<file path="config.mk">
export PLATFORM = sky130hd
export DESIGN_NAME = mdu_div_seq
export DESIGN_NICKNAME = d
export VERILOG_FILES = /design/src/rtl/mdu_div_seq.sv
export SDC_FILE = /design/constraint.sdc
export NUM_CORES = 1
export LEC_CHECK = 0
export ABC_CLOCK_PERIOD_IN_PS = 3800
export BUFFER_PORTS_ARGS = -buffer_cell sky130_fd_sc_hd__buf_2
export CORE_ASPECT_RATIO = 0.75
export CORE_MARGIN = 10
export CORE_UTILIZATION = 38
export CTS_BUF_LIST = sky130_fd_sc_hd__clkbuf_16
export DETAILED_ROUTE_END_ITERATION = 8
export GPL_TIMING_DRIVEN = 1
export PLACE_DENSITY_LB_ADDON = 0.15
export RECOVER_POWER = 25
export SYNTH_ARGS = -nofsm -noshare
export SYNTH_HDL_FRONTEND = slang
export SYNTH_SLANG_ARGS = --single-unit
</file>
<file path="constraint.sdc">
create_clock -name clk -period 3.8 [get_ports clk]
set_clock_uncertainty 0.05 [all_clocks]
set_input_delay 0.19 -clock clk [delete_from_list [all_inputs] [get_ports clk]]
set_output_delay 0.19 -clock clk [all_outputs]
set_load 0.01 [all_outputs]
</file>
<file path="src/rtl/mdu_div_seq.sv">
// Iterative radix-2 restoring divider: one quotient bit per cycle, result = {remainder, quotient}.
// Optional DIV_EARLY_OUT_EN: skip the iteration when divisor==0 or |dividend| < |divisor|.
module mdu_div_seq #(
  parameter int WIDTH = 32
) (
  input  logic               clk,
  input  logic               rst,
  input  logic [1:0]         div_op,
  input  logic [WIDTH-1:0]   dividend,
  input  logic [WIDTH-1:0]   divisor,
  output logic [2*WIDTH-1:0] result,
  output logic               done
);

  localparam int CW = $clog2(WIDTH + 1);

  typedef enum logic [1:0] {
    S_IDLE,
    S_CALC,
    S_FIX
  } state_e;

  state_e             state_q, state_d;
  logic [CW-1:0]      cnt_q, cnt_d;
  logic [WIDTH-1:0]   rem_q, rem_d;
  logic [WIDTH-1:0]   quo_q, quo_d;
  logic [WIDTH-1:0]   dvs_q, dvs_d;
  logic [WIDTH-1:0]   dvd_q, dvd_d;
  logic               qneg_q, qneg_d;
  logic               rneg_q, rneg_d;
  logic               dz_q, dz_d;
  logic [2*WIDTH-1:0] result_q, result_d;
  logic               done_q, done_d;

  logic               accept;
  logic               is_signed;
  logic [WIDTH-1:0]   dvd_mag;
  logic [WIDTH-1:0]   dvs_mag;
  logic [WIDTH:0]     shifted;
  logic               ge;

  always_comb begin
    state_d  = state_q;
    cnt_d    = cnt_q;
    rem_d    = rem_q;
    quo_d    = quo_q;
    dvs_d    = dvs_q;
    dvd_d    = dvd_q;
    qneg_d   = qneg_q;
    rneg_d   = rneg_q;
    dz_d     = dz_q;
    result_d = result_q;
    done_d   = done_q;

    accept    = (state_q == S_IDLE) && ((div_op == 2'b01) || (div_op == 2'b10));
    is_signed = (div_op == 2'b10);
    dvd_mag   = (is_signed && dividend[WIDTH-1]) ? -dividend : dividend;
    dvs_mag   = (is_signed && divisor[WIDTH-1])  ? -divisor  : divisor;

    // Partial remainder is always < |divisor|, so the shifted trial value needs WIDTH+1 bits
    // and the W-bit modular subtraction is exact whenever the trial succeeds.
    shifted = {rem_q, quo_q[WIDTH-1]};
    ge      = (shifted >= {1'b0, dvs_q});

    case (state_q)
      S_IDLE: begin
        if (accept) begin
          dvd_d   = dividend;
          dvs_d   = dvs_mag;
          qneg_d  = is_signed && (dividend[WIDTH-1] ^ divisor[WIDTH-1]);
          rneg_d  = is_signed && dividend[WIDTH-1];
          dz_d    = (divisor == '0);
          rem_d   = '0;
          quo_d   = dvd_mag;
          cnt_d   = CW'(WIDTH);
          done_d  = 1'b0;
          state_d = S_CALC;
`ifdef DIV_EARLY_OUT_EN
          if ((divisor == '0) || (dvd_mag < dvs_mag)) begin
            rem_d   = dvd_mag;
            quo_d   = '0;
            cnt_d   = '0;
            state_d = S_FIX;
          end
`endif
        end
      end
      S_CALC: begin
        if (ge) begin
          rem_d = shifted[WIDTH-1:0] - dvs_q;
          quo_d = {quo_q[WIDTH-2:0], 1'b1};
        end else begin
          rem_d = shifted[WIDTH-1:0];
          quo_d = {quo_q[WIDTH-2:0], 1'b0};
        end
        cnt_d = cnt_q - CW'(1);
        if (cnt_q == CW'(1)) state_d = S_FIX;
      end
      S_FIX: begin
        if (dz_q) begin
          result_d = {dvd_q, {WIDTH{1'b1}}};
        end else begin
          result_d = {(rneg_q ? -rem_q : rem_q), (qneg_q ? -quo_q : quo_q)};
        end
        done_d  = 1'b1;
        state_d = S_IDLE;
      end
      default: begin
        state_d = S_IDLE;
        done_d  = 1'b1;
      end
    endcase
  end

  always_ff @(posedge clk or negedge rst) begin
    if (!rst) begin
      state_q  <= S_IDLE;
      cnt_q    <= '0;
      rem_q    <= '0;
      quo_q    <= '0;
      dvs_q    <= '0;
      dvd_q    <= '0;
      qneg_q   <= 1'b0;
      rneg_q   <= 1'b0;
      dz_q     <= 1'b0;
      result_q <= '0;
      done_q   <= 1'b1;
    end else begin
      state_q  <= state_d;
      cnt_q    <= cnt_d;
      rem_q    <= rem_d;
      quo_q    <= quo_d;
      dvs_q    <= dvs_d;
      dvd_q    <= dvd_d;
      qneg_q   <= qneg_d;
      rneg_q   <= rneg_d;
      dz_q     <= dz_d;
      result_q <= result_d;
      done_q   <= done_d;
    end
  end

  assign result = result_q;
  assign done   = done_q;

endmodule

</file>
# Word level (Yosys, flattened, before mapping)
# Cells that the tools add are included.
word_totals:
  register_bits: 204
  in_bits: 68
  word_cells: 57
classes:
  add_sub_neg: 6
  n_lt_le_gt_ge: 1
  n_eq_ne: 7
  muxes: 18
  bitwise: 2
  reduce_logical: 12
op_table:
  columns: ["cell", "count"]
  rows:
  - ["32-bit 2-to-1 mux", 7]
  - ["32-bit negation", 4]
  - ["32-bit one-hot mux with 2 select lines", 2]
  - ["64-bit 2-to-1 mux", 1]
  - ["33-bit by 32-bit >= comparator with 1-bit output", 1]
  - ["32-bit zero test", 1]
  - ["32-bit subtractor", 1]
  - ["6-bit one-hot mux with 2 select lines", 1]
  - ["2-bit AND reduction", 4]
  - ["6-bit by 1-bit equality test with 1-bit output, second input constant", 1]
  - ["6-bit 2-to-1 mux", 1]
  - ["6-bit by 1-bit subtractor with 6-bit output, second input constant", 1]
  - ["2-bit by 1-bit equality test with 1-bit output, second input constant", 2]
  - ["2-bit equality test, second input constant", 2]
  - ["1-bit logical AND", 4]
  - ["2-bit 2-to-1 mux", 2]
  - ["2-bit != test, second input constant", 2]
  - ["2-bit one-hot mux with 2 select lines", 1]
  - ["2-bit zero test", 1]
  - ["1-bit 2-to-1 mux", 2]
  - ["1-bit one-hot mux with 2 select lines", 1]
  - ["2-bit nonzero test", 1]
  - ["1-bit logical OR", 1]
  - ["1-bit inverter", 1]
  - ["1-bit bitwise XOR", 1]

# Logic depth before layout (Yosys ltp)
logic_depth:
  word_depth: 5
  depth_mapped: 13
  depth_no_buf: 12

# Worst setup path after synthesis
# No wires, ideal clock.
synth_path:
  path_type: "register -> register"
  start: "reg rem_q[7]"
  end: "reg rem_q[25]"
  setup_ps: 129
  arrival_time_ps: 2773
  setup_slack_ps: 849
  path_stages_with_launch: 13
  path_buffers: 3
  path_cell_list: "dfrtp_1 > ha_1 > clkbuf_1 > nand4_1 > inv_1 > nand3_1 > o211ai_1 > or3b_2 > a31oi_1 > clkbuf_1 > buf_2 > o21a_1 > o21ai_0"
synth_between:
  elab_chain_cells: 3
  word_cells_on_any_way: 4
  cone_classes: "add/sub (1); order compare (1); mux (2)"
synth_lines:
  columns: ["element", "line_no", "source"]
  rows:
  - ["start: declaration", "25", "logic [WIDTH-1:0] rem_q, rem_d;"]
  - ["start signal: assignment", "131", "rem_q <= rem_d;"]
  - ["32-bit subtractor or 33-bit by 32-bit >= comparator with 1-bit output (tied branches)", "90, 63", null]
  - ["32-bit 2-to-1 mux (*)", "89", "if (ge) begin"]
  - ["32-bit one-hot mux with 2 select lines (*)", "65", "case (state_q)"]
# Every way passes the cells marked *; elsewhere a longest branch is shown, timed or not.
# A chain may end at the register's enable or synchronous reset.

# Worst setup path in the final report
layout_path:
  start: "reg quo_q[31]"
  end: "reg rem_q[28]"
layout_between:
  elab_chain_cells: 3
  word_cells_on_any_way: 4
  cone_classes: "add/sub (1); order compare (1); mux (2)"
layout_lines:
  columns: ["element", "line_no", "source"]
  rows:
  - ["start: declaration", "26", "logic [WIDTH-1:0] quo_q, quo_d;"]
  - ["start signal: assignment", "132", "quo_q <= quo_d;"]
  - ["32-bit subtractor or 33-bit by 32-bit >= comparator with 1-bit output (tied branches)", "90, 63", null]
  - ["32-bit 2-to-1 mux (*)", "89", null]
  - ["32-bit one-hot mux with 2 select lines (*)", "65", null]
# Marked as above.

==> run summary <==
Die width: 230 um
Flops & latches, synth: 204
CTS buffer count: 24
Synth Instances: 1,494
Synth warn: 0
P_leak: 0.00666 uW
Worst endpoint required time: 4.13 ns
Post-synth EDFFs: 0
DR vias/cell: 5.41
Final period util: 90.4%
PD cells: 959 nW/um^2
Die area: 40,800 um^2
Critical Path Start: quo_q[31]$_DFFE_PN0P_
Metal-1 WL: 19.0 mm
Crit start category: flop
Post-CTS setup buffers: 0
Ys flop type: dfrtp_1
Area Growth Syn to Fin: 19.4%
CTS sink count: 204
Total track usage: 18.1%
Syn Nets: 1,602
Slew HR: -59.7%
Peak supply drop: 0.000560 V
Port bufs: 132
Die Span Y: 177 um
Final layout net count: 1,757
Total core area: 32,500 um^2
CP Max Fanout: 3
CP Capture Type: flop
Largest net degree at the start of global routing: 99
Routed len/inst: 17.9 um
Status: complete, but fails checks
Residual DRC: 0
CTS tree: built
I/O pins: 133
Starting Density: 38.6%
Synth Cell Area: 12,600 um^2
Unique cell type count in the Yosys netlist: 61
Async S/R FF share, synth: 100%
Placer Congestion: 0.847
CP Data Arrival Time: 3.77 ns
Avg Synthesized Cell Area: 8.41 um^2
Met3 routed WL: 1.56 mm
Register area share after synthesis: 40.7%
Hold path start: divisor[2]
Hpwl dp: 26.9 mm
Min Tclk post-route: 3.43 ns
Final setup viols: 0
Worst-skew pair later-pin latency: 0.52 ns
Hold_buf cts: 64
Max Root-Sink Buffers: 3
Worst hold margin: 0.0212 ns
Critical path type: flop to flop
Max frequency: 291 MHz
Clock Pin Slew Worst Setup and Hold Paths: 0.06 ns
Commonest non-fill, non-tap cells in the layout: nand2_1 (235), dfrtp_1 (202), o21ai_0 (175)
Setup TNS Final: 0 ns
Final hold violation count: 0
DRT iter0 DRCs: 856
Worst Tran Pin Value: 2.40 ns
Failing checks: max-capacitance violations, max-slew violations
First-pass GRT wire length: 61.3 mm
Worst min path class: input port to flop
Vias after detailed routing: 11,400
Unrepaired setup endpoints after global routing: no
Initial antenna violation count: 0
Resize count post-CTS: 0
CTS root buf: clkbuf_16
Number of inserted diodes: 0
Most common cell after layout, fill and taps aside: nand2_1
Num rows: 57
Overall routed net length: 37.7 mm
Pre-antenna DRT Iters: 5
Htree depth: 1
Final slew viol count: 86
Max Cap Viol: 1
Total grt overflow: 0
Reg2reg start: quo_q[31]$_DFFE_PN0P_
Layout cell share with drive strength beyond 1: 10.6%
Post-route antenna net violation count: 0
Number of global-route vias before repair: 11,000
Met2 wire len: 16.6 mm
Max Used Layer: met4
[through the flow]
| stage | area, um^2 | utilization (%) | instances | setup slack, ns | power, uW |
|---|---|---|---|---|---|
| 6_report | 15000 | 46.1 | 2109 | 0.365 | 14400 |
| 5_1_grt | 15000 | 46.1 | 2109 | 0.137 | 15700 |
| 4_1_cts | 15100 | 46.3 | 2109 | 0.449 | 14500 |
| 3_5_place_dp | 13700 | 42.1 | 2001 | 0.475 | 12200 |
| 3_3_place_gp | 13700 | 42.1 | 2001 | 0.515 | 12100 |
| 2_1_floorplan | 12600 | - | 1494 | 0.849 | 9780 |
[kinds of logic after synthesis]
| group | synth area share [%] |
|---|---|
| compound gates | 21.2 |
| buf+inv | 4.30 |
| simple gates | 17.9 |
| mux | 1.75 |
| flops | 40.7 |
| fa+ha+maj | 4.04 |
| xor+xnor | 10.1 |
[worst max-delay path, cell delays in order (launching register included)]
cell	delay [ns]
dfrtp_1	0.39
inv_1	0.25
ha_1	0.22
inv_1	0.05
fa_1	0.39
a21o_1	0.19
a221oi_1	0.33
nor3_1	0.15
a2111oi_0	0.57
buf_4	0.22
o31ai_1	0.08
xor2_1	0.16
mux2i_1	0.14
o21ai_0	0.08
[cells in the mapped netlist (all sizes together), types with 3 or more instances]
| master | number | share of area, % |
|---|---|---|
| o21a | 6 | 0.36 |
| a21o | 13 | 0.78 |
| nor2b | 6 | 0.30 |
| nand4 | 14 | 0.70 |
| dfrtp | 203 | 40 |
| o21bai | 7 | 0.42 |
| o2bb2a | 6 | 0.48 |
| nand3 | 37 | 1.5 |
| or4 | 12 | 0.78 |
| a21oi | 111 | 4.5 |
| buf | 9 | 0.30 |
| nor3 | 33 | 1.3 |
| ha | 39 | 3.9 |
| mux2i | 22 | 1.8 |
| nor2 | 104 | 3.1 |
| o41ai | 22 | 1.5 |
| and2 | 6 | 0.30 |
| or3 | 12 | 0.64 |
| clkbuf | 79 | 2.4 |
| xor2 | 93 | 6.5 |
| a211oi | 3 | 0.18 |
| o31ai | 25 | 1.5 |
| and3 | 14 | 0.70 |
| nor4 | 6 | 0.30 |
| nand2 | 235 | 7.0 |
| a221oi | 4 | 0.28 |
| o311ai | 4 | 0.28 |
| a22oi | 31 | 1.9 |
| o211ai | 7 | 0.42 |
| or2 | 8 | 0.40 |
| inv | 55 | 1.6 |
| a31oi | 6 | 0.30 |
| a2111oi | 3 | 0.21 |
| o21ai | 175 | 7.0 |
| nand2b | 9 | 0.57 |
| xnor2 | 52 | 3.6 |
[where the power goes]
part | leakage [uW] | internal (uW) | total [uW] | switching (uW)
Sequential | 0.00256 | 3230 | 4310 | 1080
Combinational | 0.00371 | 3320 | 7900 | 4580
Clock | 0.000386 | 1250 | 2170 | 928
[layer usage]
| metal | up-vias | GRT usage, % |
|---|---|---|
| li1 | 5567 | - |
| met1 | 5575 | 26.8 |
| met2 | 232 | 27.7 |
| met3 | 33 | 2.12 |
| met4 | 0 | 3.53 |
| met5 | - | 0 |
[path summary, 6_finish.rpt]
path	to	cells past startpoint	slack (ns)
max	rem_q[28]$_DFFE_PN0P_	13	0.37
min	dvs_q[2]$_DFFE_PN0P_	3	0.02
max reg2reg	rem_q[28]$_DFFE_PN0P_	13	0.37
min reg2reg	dvd_q[30]$_DFFE_PN0P_	2	0.42
max in group asynchronous	dz_q$_DFFE_PN0P_	3	1.33
min in group asynchronous	dvs_q[30]$_DFFE_PN0P_	2	0.84
[sequential cells by signal, indices dropped and copies added, names as in the netlist]
name	flops
result	64
dvd_q	32
dvs_q	32
quo_q	32
rem_q	32
cnt_q	6
state_q	2
done	1
dz_q	1
qneg_q	1
rneg_q	1
[layout make-up]
| type | instances | area, um^2 |
|---|---|---|
| inverters | 55 | 206 |
| repair buffers | 217 | 1440 |
| multi-input cells | 1147 | 6960 |
| well taps | 442 | 553 |
| fillers | 3277 | 17500 |
| clock buffers | 25 | 626 |
| flip-flops and latches | 204 | 5110 |
| clock inverters | 19 | 105 |
(Power assumes the default switching activity.)
